File: src/rtl/transport_send_arbiter.sv
`default_nettype none
// ============================================================================
// Module      : transport_send_arbiter
// Description : Frames control commands and buffered audio samples into
//               fixed-length packets on a shared byte-wide send path.
// Revision    : 1.0 - initial release
// ============================================================================
module transport_send_arbiter #(
  parameter int AUDIO_SAMPLES = 8,
  parameter int AUDIO_DEPTH   = 16
) (
  input  logic        clk,
  input  logic        reset,
  input  logic        ctrlReq,
  input  logic [15:0] ctrlCmd,
  output logic        ctrlAck,
  input  logic        audioValid,
  input  logic [15:0] audioSample,
  output logic        audioOverflow,
  input  logic        netBusy,
  output logic        sendSignal,
  output logic [7:0]  packetOut,
  output logic        txActive
);

  localparam int PKT_BYTES = 1 + 2 * AUDIO_SAMPLES;
  localparam int c_IDX_W   = $clog2(PKT_BYTES);
  localparam int c_PTR_W   = $clog2(AUDIO_DEPTH);
  localparam int c_CNT_W   = $clog2(AUDIO_DEPTH + 1);

  localparam logic [c_IDX_W-1:0] c_LAST_IDX = c_IDX_W'(PKT_BYTES - 1);
  localparam logic [c_IDX_W-1:0] c_IDX_0    = c_IDX_W'(0);
  localparam logic [c_IDX_W-1:0] c_IDX_1    = c_IDX_W'(1);
  localparam logic [c_IDX_W-1:0] c_IDX_2    = c_IDX_W'(2);
  localparam logic [c_CNT_W-1:0] c_FULL     = c_CNT_W'(AUDIO_DEPTH);
  localparam logic [c_CNT_W-1:0] c_READY    = c_CNT_W'(AUDIO_SAMPLES);

  typedef enum logic [1:0] {
    ST_IDLE       = 2'd0,
    ST_SEND_CTRL  = 2'd1,
    ST_SEND_AUDIO = 2'd2
  } state_t;

  state_t               state_q, state_d;
  logic [c_IDX_W-1:0]   idx_q, idx_d;
  logic [15:0]          cmd_q, cmd_d;
  logic                 last_ctrl_q, last_ctrl_d;
  logic                 ack_q, ack_d;
  logic                 send_q, send_d;
  logic [7:0]           pkt_q, pkt_d;
  logic                 tx_q, tx_d;
  logic                 ovf_q;

  logic [15:0]          mem_q [AUDIO_DEPTH];
  logic [c_PTR_W-1:0]   wr_ptr_q, rd_ptr_q;
  logic [c_CNT_W-1:0]   count_q, count_d;

  logic                 w_full;
  logic                 w_audio_ready;
  logic                 w_pop;
  logic                 w_push;
  logic                 w_drop;
  logic [15:0]          w_head;
  logic [7:0]           w_byte;

  // ---------------------------------------------------------------------------
  // Audio sample buffer
  // ---------------------------------------------------------------------------
  assign w_full        = (count_q == c_FULL);
  assign w_audio_ready = (count_q >= c_READY);
  assign w_head        = mem_q[rd_ptr_q];
  // A same-cycle pop frees the slot the incoming sample needs.
  assign w_push        = audioValid && (!w_full || w_pop);
  assign w_drop        = audioValid && w_full && !w_pop;

  always_comb begin
    count_d = count_q;
    case ({w_push, w_pop})
      2'b10:   count_d = count_q + 1'b1;
      2'b01:   count_d = count_q - 1'b1;
      default: count_d = count_q;
    endcase
  end

  always_ff @(posedge clk) begin
    if (!reset && w_push) begin
      mem_q[wr_ptr_q] <= audioSample;
    end
  end

  // ---------------------------------------------------------------------------
  // Packet byte selection
  // ---------------------------------------------------------------------------
  always_comb begin
    w_byte = 8'h00;
    if (state_q == ST_SEND_CTRL) begin
      if (idx_q == c_IDX_0)      w_byte = 8'h40;
      else if (idx_q == c_IDX_1) w_byte = cmd_q[15:8];
      else if (idx_q == c_IDX_2) w_byte = cmd_q[7:0];
    end else if (state_q == ST_SEND_AUDIO) begin
      if (idx_q == c_IDX_0)      w_byte = 8'h80;
      else if (idx_q[0])         w_byte = w_head[15:8];
      else                       w_byte = w_head[7:0];
    end
  end

  // Samples leave the buffer as their low byte goes out (even, non-zero index).
  assign w_pop = (state_q == ST_SEND_AUDIO) && !netBusy &&
                 (idx_q != c_IDX_0) && !idx_q[0];

  // ---------------------------------------------------------------------------
  // Scheduler FSM
  // ---------------------------------------------------------------------------
  always_comb begin
    state_d     = state_q;
    idx_d       = idx_q;
    cmd_d       = cmd_q;
    last_ctrl_d = last_ctrl_q;
    ack_d       = 1'b0;
    send_d      = 1'b0;
    pkt_d       = pkt_q;
    case (state_q)
      ST_IDLE: begin
        idx_d = c_IDX_0;
        if (ctrlReq && (!w_audio_ready || !last_ctrl_q)) begin
          state_d     = ST_SEND_CTRL;
          cmd_d       = ctrlCmd;
          ack_d       = 1'b1;
          last_ctrl_d = 1'b1;
        end else if (w_audio_ready) begin
          state_d     = ST_SEND_AUDIO;
          last_ctrl_d = 1'b0;
        end
      end
      ST_SEND_CTRL, ST_SEND_AUDIO: begin
        if (!netBusy) begin
          send_d = 1'b1;
          pkt_d  = w_byte;
          if (idx_q == c_LAST_IDX) begin
            state_d = ST_IDLE;
            idx_d   = c_IDX_0;
          end else begin
            idx_d = idx_q + 1'b1;
          end
        end
      end
      default: state_d = ST_IDLE;
    endcase
    tx_d = (state_d != ST_IDLE);
  end

  always_ff @(posedge clk) begin
    if (reset) begin
      state_q     <= ST_IDLE;
      idx_q       <= '0;
      cmd_q       <= '0;
      last_ctrl_q <= 1'b0;
      ack_q       <= 1'b0;
      send_q      <= 1'b0;
      pkt_q       <= 8'h00;
      tx_q        <= 1'b0;
      ovf_q       <= 1'b0;
      wr_ptr_q    <= '0;
      rd_ptr_q    <= '0;
      count_q     <= '0;
    end else begin
      state_q     <= state_d;
      idx_q       <= idx_d;
      cmd_q       <= cmd_d;
      last_ctrl_q <= last_ctrl_d;
      ack_q       <= ack_d;
      send_q      <= send_d;
      pkt_q       <= pkt_d;
      tx_q        <= tx_d;
      ovf_q       <= ovf_q | w_drop;
      count_q     <= count_d;
      if (w_push) wr_ptr_q <= wr_ptr_q + 1'b1;
      if (w_pop)  rd_ptr_q <= rd_ptr_q + 1'b1;
    end
  end

  assign ctrlAck       = ack_q;
  assign sendSignal    = send_q;
  assign packetOut     = pkt_q;
  assign txActive      = tx_q;
  assign audioOverflow = ovf_q;

endmodule
`default_nettype wire
File: config.mk
export PLATFORM = sky130hd
export DESIGN_NAME = transport_send_arbiter
export DESIGN_NICKNAME = d
export VERILOG_FILES = /design/src/rtl/transport_send_arbiter.sv
export SDC_FILE = /design/constraint.sdc
export NUM_CORES = 1
export LEC_CHECK = 0
export ABC_CLOCK_PERIOD_IN_PS = 2900
export BUFFER_PORTS_ARGS = -buffer_cell sky130_fd_sc_hd__buf_2
export CAP_MARGIN = 10
export CORE_ASPECT_RATIO = 1.75
export CORE_MARGIN = 2
export CORE_UTILIZATION = 40
export DETAILED_ROUTE_END_ITERATION = 16
export RECOVER_POWER = 50
export REMOVE_ABC_BUFFERS = 1
export SLEW_MARGIN = 10
export SYNTH_ARGS = -nofsm -noshare
export SYNTH_HDL_FRONTEND = slang
export SYNTH_SLANG_ARGS = --single-unit
export TNS_END_PERCENT = 30
File: constraint.sdc
create_clock -name clk -period 2.9 [get_ports clk]
set_clock_uncertainty 0.1 [all_clocks]
set_input_delay 0.435 -clock clk [delete_from_list [all_inputs] [get_ports clk]]
set_output_delay 0.435 -clock clk [all_outputs]
set_load 0.05 [all_outputs]
# Word level (Yosys, flattened, before mapping)
# Memories as Yosys holds them, arrays and structs flattened. A register that Yosys moved wholly into a read port is not among the register bits.
# Index checks and enable logic that the tools add are counted.
word_totals:
  regBits: 49
  ramBits: 256
  input_bits: 37
  output_inout_bits: 12
  memories: 1
mem_list:
  columns: ["name", "words", "width", "read_ports", "rd_clocked_by_memory_dff", "wr", "line_no", "text"]
  rows:
  - ["mem_q", 16, 16, 1, 1, 1, "54", "logic [15:0] mem_q [AUDIO_DEPTH];"]
classes:
  add_sub_neg: 5
  order_cmp: 1
  n_eq_ne: 9
  mux: 24
  bitwise: 4
  n_reduce_logical: 31
op_table:
  columns: ["cell", "count"]
  rows:
  - ["$mux W8", 7]
  - ["$pmux W5 S2", 2]
  - ["$add A5 B1 Y5 const B", 2]
  - ["$eq A5 B5 Y1 const B", 2]
  - ["$mux W5", 2]
  - ["$add A4 B1 Y4 const B", 2]
  - ["$logic_and A1 B1 Y1", 8]
  - ["$mux W2", 4]
  - ["$mux W4", 2]
  - ["$reduce_and A2 Y1", 4]
  - ["$reduce_bool A2 Y1", 4]
  - ["$logic_not A1 Y1", 7]
  - ["$mux W1", 6]
  - ["$reduce_or A2 Y1", 3]
  - ["$eq A5 B1 Y1 const B", 1]
  - ["$eq A5 B2 Y1 const B", 1]
  - ["$ge A5 B4 Y1 const B", 1]
  - ["$logic_not A5 Y1", 1]
  - ["$reduce_bool A5 Y1", 1]
  - ["$sub A5 B1 Y5 const B", 1]
  - ["$eq A2 B1 Y1 const B", 2]
  - ["$eq A2 B2 Y1 const B", 2]
  - ["$pmux W2 S2", 1]
  - ["$not A1 Y1", 3]
  - ["4 further kinds", 5]

# Logic depth before layout (Yosys ltp)
depth:
  ltp_word: 9
  depth_mapped: 12

# Least setup slack after synthesis
# Ideal clock, no wire load.
synth_path:
  kind: "register to register"
  startpoint: "register idx_q[0]"
  endpoint: "memory mem_q[12][0], enable pin"
  arrival_time_ps: 2643
  required_time_ps: 2411
  setup_slack_ps: -232
  stages_incl_launch_ff: 11
  path_buffers: 3
  synth_period_minus_slack_ps: 3132
  path_cell_list: "dfxtp_1 buf_2 clkinv_1 ha_1 or4b_1 buf_2 and4_1 buf_4 o21ai_4 nand4bb_1 nor2_1"
synth_via:
  elab_chain_cells: 8
  elab_cells_between_ends: 9
  classes_between: "mux (2); reduce/logical (7)"
synth_lines:
  columns: ["item", "line_no", "text"]
  rows:
  - ["start: declaration", "45", "logic [c_IDX_W-1:0] idx_q, idx_d;"]
  - ["start signal: assignment", "168", "idx_q <= idx_d;"]
  - ["$reduce_bool A5 Y1", "109", "(idx_q != c_IDX_0) && !idx_q[0];"]
  - ["$logic_and A1 B1 Y1", "108", "assign w_pop = (state_q == ST_SEND_AUDIO) && !netBusy &&"]
  - ["$logic_and A1 B1 Y1 (*)", "109", null]
  - ["$logic_or A1 B1 Y1 (*)", "73", "assign w_push = audioValid && (!w_full || w_pop);"]
  - ["$logic_and A1 B1 Y1 (*)", "73", null]
  - ["$logic_and A1 B1 Y1 (*)", "86", "if (!reset && w_push) begin"]
  - ["$mux W1 (*)", "86", null]
  - ["$mux W1 (implied by the code) (*)", "87", "mem_q[wr_ptr_q] <= audioSample;"]
  - ["end: declaration", "54", null]
# Every way passes the cells marked *; elsewhere a longest branch is shown, timed or not.

# Worst setup path in the final report
layout_path:
  startpoint: "register idx_q[0]"
  endpoint: "memory mem_q[15][14], enable pin"
# Same word-level chain as after synthesis.

==> impl_metrics.env <==
export IMPL_status="complete, no violations"
export IMPL_slowest_stage="nor2_2"
export IMPL_power_switching_mw=1.808
export IMPL_p_seq_share_pct=55.1
export IMPL_htree_levels=1
export IMPL_final_max_slew_violation_count=0
export IMPL_critPathKind="flop to flop"
export IMPL_fin_tns_setup_ns=0
export IMPL_final_core_util_pct=46.62
export IMPL_row_count=85
export IMPL_slew_headroom_pct=43.07
export IMPL_antenna_cells=0
export IMPL_cts_path_max_buffers=3
export IMPL_fillers=2579
export IMPL_dr_pass1_iters=4
export IMPL_async_flop_share_pct=0
export IMPL_synth_edff_count=256
export IMPL_ys_types=52
export IMPL_antenna_found_initial=0
export IMPL_tightest_slew_ns=0.8421
export IMPL_grt_pass1_wl_um=39990
export IMPL_die_area_um2=32270
export IMPL_ys_seq_elements=309
export IMPL_numCtsBuffers=26
export IMPL_via_count=6509
export IMPL_cp_end_kind="flop"
export IMPL_route_detailed_drc=0
export IMPL_synth_area_leaders="edfxtp_1, mux4_2, dfxtp_1, mux2i_1, ha_1"
export IMPL_fp_coreArea_um2=30520
export IMPL_pwr_share_comb_pct=4.1
export IMPL_via_per_inst=5.370
export IMPL_final_common_cell="edfxtp_1"
export IMPL_die_x_um=136.6
export IMPL_start_util_pct=40.35
export IMPL_clk_latency_ns=0.54
export IMPL_post_dp_hpwl_um=17980
export IMPL_drt_iter0_drc=424
export IMPL_leakagePower_nw=4.556
export IMPL_finalSetupViolCount=0
export IMPL_period_needed_ns=2.835
export IMPL_netlist_instances=717
export IMPL_grt_overflow_total=0
export IMPL_avgSynthCellArea_um2=17.18
export IMPL_synth_top_area_share_pct=62.41
export IMPL_min_path_type="input port to flop"
export IMPL_grt_pass1_vias=6845
export IMPL_final_cell_mix="edfxtp_1, mux4_2, dfxtp_1"
export IMPL_finalNetCount=856
export IMPL_ir_drop_uv=439.3
export IMPL_synth_ff_type="edfxtp_1"
export IMPL_grt_setup_unrepaired="true"
export IMPL_p_sw_share_pct=20.39
export IMPL_synth_top_area_cell="edfxtp_1"
export IMPL_area_growth_pct=15.54
export IMPL_cts_tree="yes"
export IMPL_period_share_pct=97.77
export IMPL_ios=49
export IMPL_arrival_ns=2.99
export IMPL_grt_max_degree=32
export IMPL_wl_um=26350
export IMPL_fmax_mhz=352.7
export IMPL_path_cells="clkinv_1 > ha_1 > or4b_1 > and4_1 > o21ai_4 > nand4bb_1 > nor2_2 > buf_12"
export IMPL_startpoint_type="flop"
export IMPL_ant_nets=0
export IMPL_netlist_area_um2=12320
export IMPL_drive_gt1_share_pct=21.32
export IMPL_critPathMaxStageDelay_ns=0.59
export IMPL_clk_pin_slew_ns=0.07
export IMPL_yosys_warnings=0
export IMPL_p_clk_share_pct=40.8
export IMPL_cts_root_buf="clkbuf_16"
export IMPL_numPortBuffers=48
export IMPL_path_max_fanout=9
export IMPL_p_int_mw=7.056
export IMPL_wl_per_cell_um=21.74
export IMPL_cts_sinks=309
export IMPL_drv_cap=0
export IMPL_cp_required_ns=3.05
export IMPL_yosysSeqAreaShare_pct=71.03
export IMPL_gr_usage_all_layers_pct=16.68
export IMPL_place_congestion=0.7715
export IMPL_hold_violations=0
export IMPL_die_height_um=236.1
export IMPL_hold_buffers=0
export IMPL_power_density_nw_per_um2=622.8
[power groups by stage]
| stage | combinational (mW) | clock, mW | sequential [mW] |
|---|---|---|---|
| 2_1_floorplan | 0.162 | 0 | 5.00 |
| 3_3_place_gp | 0.369 | 0 | 4.98 |
| 3_5_place_dp | 0.373 | 0 | 4.98 |
| 4_1_cts | 0.374 | 3.69 | 4.89 |
| 5_1_grt | 0.401 | 3.86 | 4.89 |
| 6_report | 0.362 | 3.61 | 4.89 |
[layout make-up]
class,instances,area (um^2),share of cell area (%)
Inverter,14,52.55,0.3693
Clock buffer,27,654.4,4.598
Tap cell,391,489.2,3.438
Sequential cell,309,8755,61.52
Timing Repair Buffer,93,714.4,5.020
Clock inverter,18,225.2,1.583
Multi-Input combinational cell,360,3341,23.47
[cells in the mapped netlist (15+ instances only)]
master / n
mux4_2: 60
a22oi_1: 20
nand2_1: 45
dfxtp_1: 53
mux2i_1: 20
edfxtp_1: 256
and2_1: 15
a21oi_1: 31
nor2_1: 34
a211oi_1: 15
ha_1: 15
[flip-flops by register name, summed over array words and instances, names as in the netlist, 2 cells and up, named ones only]
| signal | flops |
|---|---|
| cmd_q | 16 |
| count_q | 5 |
| idx_q | 5 |
| mem_q | 256 |
| packetOut | 8 |
| rd_ptr_q | 4 |
| state_q | 2 |
| wr_ptr_q | 4 |
[kinds of logic after synthesis]
kind of cell	share of synthesized area (%)
flops	71.03
simple gates	6.319
compound gates	5.140
mux	13.33
buf+inv	1.950
fa+ha+maj	1.524
xor+xnor	0.7111
[metal layers]
| metal | GRT usage (%) | wire [um] | up-vias |
|---|---|---|---|
| met5 | 0 | 0 | - |
| met2 | 31.86 | 14910 | 145 |
| li1 | - | - | 3003 |
| met3 | 1.977 | 1045 | 38 |
| met1 | 18.98 | 9849 | 3323 |
| met4 | 4.956 | 545 | 0 |
[final timing paths]
check        cells past startpoint  slack, ns       start       endpoint
max                              8       0.06    idx_q[0]  mem_q[15][14]
min                              3       0.02  ctrlCmd[0]       cmd_q[0]
max reg2reg                      8       0.06    idx_q[0]  mem_q[15][14]
min reg2reg                      2       0.36    cmd_q[8]       cmd_q[8]
[critical path: cells and delay by family (launching register included)]
kind	cells	cell delay, ns
and+or+nand+nor	4	1.46
DFF	1	0.35
AOI/OAI and AO/OA	1	0.10
adders and majority gates	1	0.22
buffers and inverters	2	0.31
[through the flow]
step / instance area [um^2] / setup slack, ns / instances / power, mW / hold WS [ns]
3_3_place_gp: 13390 / 0.07923 / 1167 / 5.351 / 0.3435
6_report: 14230 / 0.06468 / 1212 / 8.864 / 0.02003
3_5_place_dp: 13390 / 0.04969 / 1167 / 5.357 / 0.3463
5_1_grt: 14230 / -0.09015 / 1212 / 9.157 / 0.02000
2_1_floorplan: 12130 / -1.448 / 683 / 5.163 / 0.3300
4_1_cts: 14270 / 0.01734 / 1212 / 8.952 / 0.007055
[what timing repair did]
item,in CTS,in global routing
hold endpoints to repair,0,0
gates resized for setup,0,2
setup endpoints to repair,0,51
setup buffers,0,0
(Power assumes the default switching activity.)
